`config.mk`:
```
export PLATFORM = sky130hd
export DESIGN_NAME = snake_head_mover_flat
export DESIGN_NICKNAME = d
export VERILOG_FILES = /design/src/rtl/snake_head_mover_if.sv /design/src/rtl/snake_head_mover.sv /design/src/flat_wrapper.sv
export SDC_FILE = /design/constraint.sdc
export NUM_CORES = 1
export LEC_CHECK = 0
export ABC_AREA = 1
export CAP_MARGIN = 25
export CORE_MARGIN = 2
export CORE_UTILIZATION = 40
export CTS_CLUSTER_SIZE = 30
export DETAILED_ROUTE_END_ITERATION = 7
export DONT_BUFFER_PORTS = 1
export SYNTH_ARGS = -nofsm -noshare
export SYNTH_HDL_FRONTEND = slang
export SYNTH_SLANG_ARGS = --single-unit
```
`constraint.sdc`:
```
create_clock -name clk -period 1.5 [get_ports clk]
set_input_delay 0.15 -clock clk [delete_from_list [all_inputs] [get_ports clk]]
set_output_delay 0.15 -clock clk [all_outputs]
set_load 0.1 [all_outputs]
```
`src/rtl/snake_head_mover_if.sv`:
```
// Joystick/control inputs and head-position outputs of the snake head mover.
// The master side is the joystick and game controller; the slave side is the mover.
interface snake_head_mover_if #(
    parameter int X_W = 6,
    parameter int Y_W = 5
);
    logic [1:0]     direction;
    logic           start;
    logic           pause;
    logic           halt;
    logic [X_W-1:0] head_x;
    logic [Y_W-1:0] head_y;
    logic [1:0]     cur_dir;
    logic           step;
    logic [1:0]     state;

    modport master (
        output direction, start, pause, halt,
        input  head_x, head_y, cur_dir, step, state
    );

    modport slave (
        input  direction, start, pause, halt,
        output head_x, head_y, cur_dir, step, state
    );
endinterface

```
`src/rtl/snake_head_mover.sv`:
```
// Snake head mover: filters joystick turns, advances the head one cell per tick
// with edge wrap-around, and runs the IDLE/RUN/PAUSE/DEAD game state machine.
module snake_head_mover #(
    parameter int GRID_W   = 40,
    parameter int GRID_H   = 30,
    parameter int X_W      = 6,
    parameter int Y_W      = 5,
    parameter int TICK_DIV = 2500000,
    parameter int START_X  = 20,
    parameter int START_Y  = 15
) (
    input  logic clk,
    input  logic reset,
    snake_head_mover_if.slave bus
);
    typedef enum logic [1:0] {
        S_IDLE  = 2'b00,
        S_RUN   = 2'b01,
        S_PAUSE = 2'b10,
        S_DEAD  = 2'b11
    } state_t;

    localparam logic [1:0] D_TOP   = 2'b00;
    localparam logic [1:0] D_RIGHT = 2'b01;
    localparam logic [1:0] D_DOWN  = 2'b10;
    localparam logic [1:0] D_LEFT  = 2'b11;

    localparam int             CNT_W   = $clog2(TICK_DIV);
    localparam logic [CNT_W-1:0] CNT_MAX = CNT_W'(TICK_DIV - 1);
    localparam logic [X_W-1:0] X_MAX   = X_W'(GRID_W - 1);
    localparam logic [Y_W-1:0] Y_MAX   = Y_W'(GRID_H - 1);
    localparam logic [X_W-1:0] X_START = X_W'(START_X);
    localparam logic [Y_W-1:0] Y_START = Y_W'(START_Y);

    state_t           r_state, w_state_nxt;
    logic [CNT_W-1:0] r_cnt, w_cnt_nxt;
    logic [X_W-1:0]   r_x, w_x_nxt;
    logic [Y_W-1:0]   r_y, w_y_nxt;
    logic [1:0]       r_cur_dir, w_cur_nxt;
    logic [1:0]       r_next_dir, w_nd_nxt;
    logic             r_step;
    logic             w_move, w_restart;
    logic [1:0]       w_ref_dir;

    always_comb begin
        w_state_nxt = r_state;
        w_cnt_nxt   = r_cnt;
        w_x_nxt     = r_x;
        w_y_nxt     = r_y;
        w_cur_nxt   = r_cur_dir;
        w_move      = 1'b0;
        w_restart   = 1'b0;

        case (r_state)
            S_IDLE: begin
                w_cnt_nxt = '0;
                if (bus.start) w_state_nxt = S_RUN;
            end
            S_RUN: begin
                if (bus.halt)                w_state_nxt = S_DEAD;
                else if (bus.pause)          w_state_nxt = S_PAUSE;
                else if (r_cnt == CNT_MAX) begin
                    w_move    = 1'b1;
                    w_cnt_nxt = '0;
                end else                     w_cnt_nxt = r_cnt + 1'b1;
            end
            S_PAUSE: begin
                if (bus.halt)        w_state_nxt = S_DEAD;
                else if (!bus.pause) w_state_nxt = S_RUN;
            end
            S_DEAD: begin
                if (bus.start) begin
                    w_restart   = 1'b1;
                    w_state_nxt = S_RUN;
                end
            end
            default: w_state_nxt = S_IDLE;
        endcase

        // On a move edge the pending turn becomes the heading, so the new request
        // is judged against it; this keeps two quick turns from reversing the snake.
        w_ref_dir = w_move ? r_next_dir : r_cur_dir;
        w_nd_nxt  = (bus.direction != (w_ref_dir ^ 2'b10)) ? bus.direction : r_next_dir;

        if (w_move) begin
            w_cur_nxt = r_next_dir;
            case (r_next_dir)
                D_TOP:   w_y_nxt = (r_y == '0)    ? Y_MAX : r_y - 1'b1;
                D_DOWN:  w_y_nxt = (r_y == Y_MAX) ? '0    : r_y + 1'b1;
                D_LEFT:  w_x_nxt = (r_x == '0)    ? X_MAX : r_x - 1'b1;
                default: w_x_nxt = (r_x == X_MAX) ? '0    : r_x + 1'b1;
            endcase
        end

        if (w_restart) begin
            w_x_nxt   = X_START;
            w_y_nxt   = Y_START;
            w_cur_nxt = D_RIGHT;
            w_nd_nxt  = D_RIGHT;
            w_cnt_nxt = '0;
        end
    end

    always_ff @(posedge clk or posedge reset) begin
        if (reset) begin
            r_state    <= S_IDLE;
            r_cnt      <= '0;
            r_x        <= X_START;
            r_y        <= Y_START;
            r_cur_dir  <= D_RIGHT;
            r_next_dir <= D_RIGHT;
            r_step     <= 1'b0;
        end else begin
            r_state    <= w_state_nxt;
            r_cnt      <= w_cnt_nxt;
            r_x        <= w_x_nxt;
            r_y        <= w_y_nxt;
            r_cur_dir  <= w_cur_nxt;
            r_next_dir <= w_nd_nxt;
            r_step     <= w_move;
        end
    end

    assign bus.head_x  = r_x;
    assign bus.head_y  = r_y;
    assign bus.cur_dir = r_cur_dir;
    assign bus.step    = r_step;
    assign bus.state   = r_state;
endmodule

```
`src/flat_wrapper.sv`:
```
// flat-port wrapper written by rule: the top's interface ports become plain ports
module snake_head_mover_flat 
#(
    parameter int GRID_W   = 40,
    parameter int GRID_H   = 30,
    parameter int X_W      = 6,
    parameter int Y_W      = 5,
    parameter int TICK_DIV = 2500000,
    parameter int START_X  = 20,
    parameter int START_Y  = 15
)
  (clk, reset, bus_direction, bus_start, bus_pause, bus_halt, bus_head_x, bus_head_y, bus_cur_dir, bus_step, bus_state);
  snake_head_mover_if #(.X_W(X_W), .Y_W(Y_W)) bus_i ();
  input  logic clk;
  input  logic reset;
  input wire logic [$bits(bus_i.direction)-1:0] bus_direction;
  input wire logic [$bits(bus_i.start)-1:0] bus_start;
  input wire logic [$bits(bus_i.pause)-1:0] bus_pause;
  input wire logic [$bits(bus_i.halt)-1:0] bus_halt;
  output wire logic [$bits(bus_i.head_x)-1:0] bus_head_x;
  output wire logic [$bits(bus_i.head_y)-1:0] bus_head_y;
  output wire logic [$bits(bus_i.cur_dir)-1:0] bus_cur_dir;
  output wire logic [$bits(bus_i.step)-1:0] bus_step;
  output wire logic [$bits(bus_i.state)-1:0] bus_state;
  assign bus_i.direction = bus_direction;
  assign bus_i.start = bus_start;
  assign bus_i.pause = bus_pause;
  assign bus_i.halt = bus_halt;
  assign bus_head_x = bus_i.head_x;
  assign bus_head_y = bus_i.head_y;
  assign bus_cur_dir = bus_i.cur_dir;
  assign bus_step = bus_i.step;
  assign bus_state = bus_i.state;
  snake_head_mover #(.GRID_W(GRID_W), .GRID_H(GRID_H), .X_W(X_W), .Y_W(Y_W), .TICK_DIV(TICK_DIV), .START_X(START_X), .START_Y(START_Y)) u_core (.clk(clk), .reset(reset), .bus(bus_i));
endmodule
```
==> results.md <==
- Post-synth EDFFs: 0
- Most common cell in the netlist: nand2_1
- Synth Register Bits: 40
- Fill count: 545
- Syn Nets: 376
- DPL Wire Length: 5.073 mm
- Yosys cell types: 38
- Area grow syn2layout: 47.99%
- Status: complete, but fails checks
- Clock latency on the worst-skew pair: 310 ps
- RSZ-0062 raised after global routing: true
- Seq pwr share: 0.277
- Die area: 7377 µm²
- Yosys warning total: 0
- Tcrit/Tclk final: 1.198
- Initial antenna violation count: 0
- Syn_area_per_cell: 7.514 µm²
- Final WS setup: -296.9 ps
- Max H-tree Level: 2
- Layout cells sized above 1: 0.4176
- Post-route cell area: 3970 µm²
- Synth Cell Area: 2683 µm²
- Largest family of logic cells by synthesized area: simple AND/OR/NAND/NOR gates
- Peak VDD IR: 0.0008517 V
- Synth area leaders: dfrtp_1 (30%), nand2_1 (9.2%), inv_1 (8.1%)
- Synth top area share: 0.2985
- Worst slew pin tran: 352.6 ps
- LEAKAGE: 1.876 nW
- PwrDens: 1472 nW/µm²
- Placed inst area: 3511 µm²
- Vias: 2718
- Reg clk slew, reported paths: 80 ps
- DR iter-0 viols: 101
- Die X: 85.89 µm
- Vias in the first global route: 2644
- Clock skew: 5.009 ps
- Post-layout utilization of the core: 0.6182
- Row count: 29
- Routed Antenna Nets: 0
- Kind of critical path: flip-flop to flip-flop
- Internal power: 2.944 mW
- Worst-path fanout max: 4
- Top_reg_cell synth: dfrtp_1
- Ant. Diodes: 0
- Failing checks: design-rule violations, negative setup slack
- Number of clock sinks: 40
- Slew margin rel.: 0.7631
- Inserted Clock Buffers: 5
- Power share of the combinational group: 0.590
- Minimum hold slack: 51.50 ps
- GR Util All Layers: 0.2079
- WL/cell: 13.95 µm
- Commonest cells in the netlist: nand2_1 (66), inv_1 (58), nor2_1 (41)
- Clock root buffer: clkbuf_8
- Cells after Synth: 357
- Post-synthesis mux area share: 0
- Final Power: 5.845 mW
- Req. time, crit path: 1750 ps
- Core box area: 6422 µm²
- Clock Path Buffers: 2
- Die height: 85.89 µm
- Critical path launch point type: flip-flop
- Switch Pwr: 2.901 mW
- DR pass1 iterations: 8
- Starting Density: 0.4177
- Seq/Total Area, Yosys: 0.3769
- TritonCTS clock tree: yes
- Setup violations, final: 38
- Residual DRC count: 2
- Largest net degree at the start of global routing: 41
- Setup WS pre-CTS: -273.3 ps
- Via density per instance: 5.109
- Switch share: 0.4963
- Maxcap violations: 0
- Crit path time final: 1797 ps
- Hold Fails Final Rpt: 0
- Data arrival time of the worst path: 2040 ps
- Compound-Gate Fraction of Synth Area: 0.1339
- Largest area contributor in the netlist: dfrtp_1
- Post-Synth Simple-Gate Area: 0.3134
- Routed wire length: 7.421 mm
- Adder-Cell Fraction of Synth Area: 0.05597
- Async SR Flop Fraction: 1.000
- Grt ovf: 0
- Crit. End Element: flip-flop
- IO buf count: 0
- Peak Freq: 556.5 MHz
- Area share of xor/xnor cells in the synthesized design: 0.03265
- Hold Crit Class: input pin to flip-flop
- NumNets Final: 473
- Max-slew violation count: 0
- # IOs: 23
- Clock network power share: 0.133
- RD Place Congestion: 0.8672
- Wire length of the first global-routing pass: 12.30 mm
-- state kept, by name, indices dropped and copies added, names as in the netlist --
| signal | cells |
|---|---|
| u_core.bus.state | 2 |
| u_core.bus.head_y | 5 |
| u_core.r_next_dir | 2 |
| u_core.bus.cur_dir | 2 |
| u_core.r_cnt | 22 |
| u_core.bus.head_x | 6 |
| u_core.bus.step | 1 |
-- layer usage --
layer  vias to the layer above  GRT usage  part of all wire
met2                        62     0.3446              0.50
li1                       1377          -                 -
met1                      1262     0.2738              0.42
met3                        17    0.03465             0.045
met4                         0    0.07359             0.026
met5                         -          0                 0
-- layout by cell type, fill, tap and decap left out, types with 4 or more instances in the layout --
master	count
dfstp_4	5
ha_4	5
buf_4	82
nor2_2	7
nand3_2	6
inv_1	45
a21oi_2	4
o22ai_1	4
nand2_4	5
nor3_2	4
nand2_1	60
dfrtp_4	5
nand4_1	7
o21ai_0	13
nand3_1	18
nor2_1	32
buf_6	6
dfrtp_1	25
nand2_2	9
ha_1	6
clkbuf_8	6
a21oi_1	12
o21ai_1	8
nor2_4	5
inv_2	8
nor3_1	7
a31oi_1	4
xor2_1	9
-- power by group through the flow --
| stage | combinational (mW) | sequential, mW | clock [mW] |
|---|---|---|---|
| final | 3.45 | 1.62 | 0.777 |
| after CTS | 3.14 | 1.62 | 0.782 |
| after global placement | 2.95 | 1.63 | 0 |
| after floorplan | 1.35 | 2.46 | 0 |
| after global routing | 3.70 | 1.66 | 0.840 |
| after detailed placement | 3.00 | 1.64 | 0 |
-- final timing paths --
kind,startpoint,slack [ps],end,cells past startpoint
worst max register to register,u_core.bus.state[1]$_DFFE_PP0P_,-300,u_core.r_cnt[20]$_DFFE_PP0P_,11
worst min-delay path,bus_direction[0],50,u_core.r_next_dir[0]$_DFFE_PP1P_,4
min in group asynchronous,reset,330,u_core.bus.head_x[1]$_DFFE_PP0P_,3
worst min register to register,u_core.r_cnt[15]$_DFFE_PP0P_,540,u_core.r_cnt[15]$_DFFE_PP0P_,2
max in group asynchronous,reset,900,u_core.bus.head_y[3]$_DFFE_PP1P_,3
worst max-delay path,u_core.bus.state[1]$_DFFE_PP0P_,-300,u_core.r_cnt[20]$_DFFE_PP0P_,11
-- through the flow --
| step | setup TNS (ps) | cells |
|---|---|---|
| floorplan | -4994 | 357 |
| global placement | -4063 | 508 |
| detailed placement | -5564 | 508 |
| CTS | -5698 | 525 |
| global route | -9955 | 532 |
| finish | -7075 | 532 |
-- worst max-delay path, cell delays in order (launching register included) --
cell and delay (ps):
dfrtp_4 500, inv_4 80, ha_4 150, nand3_4 100, nand3_4 110, nand2_4 80, inv_4 50, nand4_1 110
or2_1 280, o21ai_1 150, inv_1 50, nor2_1 70
-- layout make-up --
cell class | instances | area [µm²] | share of cell area
well taps | 77 | 96.34 | 0.02427
repair buffers | 91 | 728.2 | 0.1834
multi-input cells | 256 | 1749 | 0.4406
flip-flops and latches | 40 | 1051 | 0.2647
inverters | 60 | 255.2 | 0.06429
clock buffers | 8 | 90.09 | 0.02269
-- repair_timing --
item                                    CTS  global route
resized for setup                        19            48
gates cloned                              1             0
hold endpoints to repair                 32             0
endpoints found under the setup margin   38            39
pin swaps                                 9            25
setup buffers                             7             7
hold buffers                              1             0
-- cells by family after synthesis --
family	count (synthesis)
flip-flops	40
buffers and inverters	62
XOR/XNOR	10
adder cells (fa/ha/maj)	12
AND/OR/NAND/NOR	172
AO/OA/AOI/OAI	61
Power figures use the tool's default switching activity.
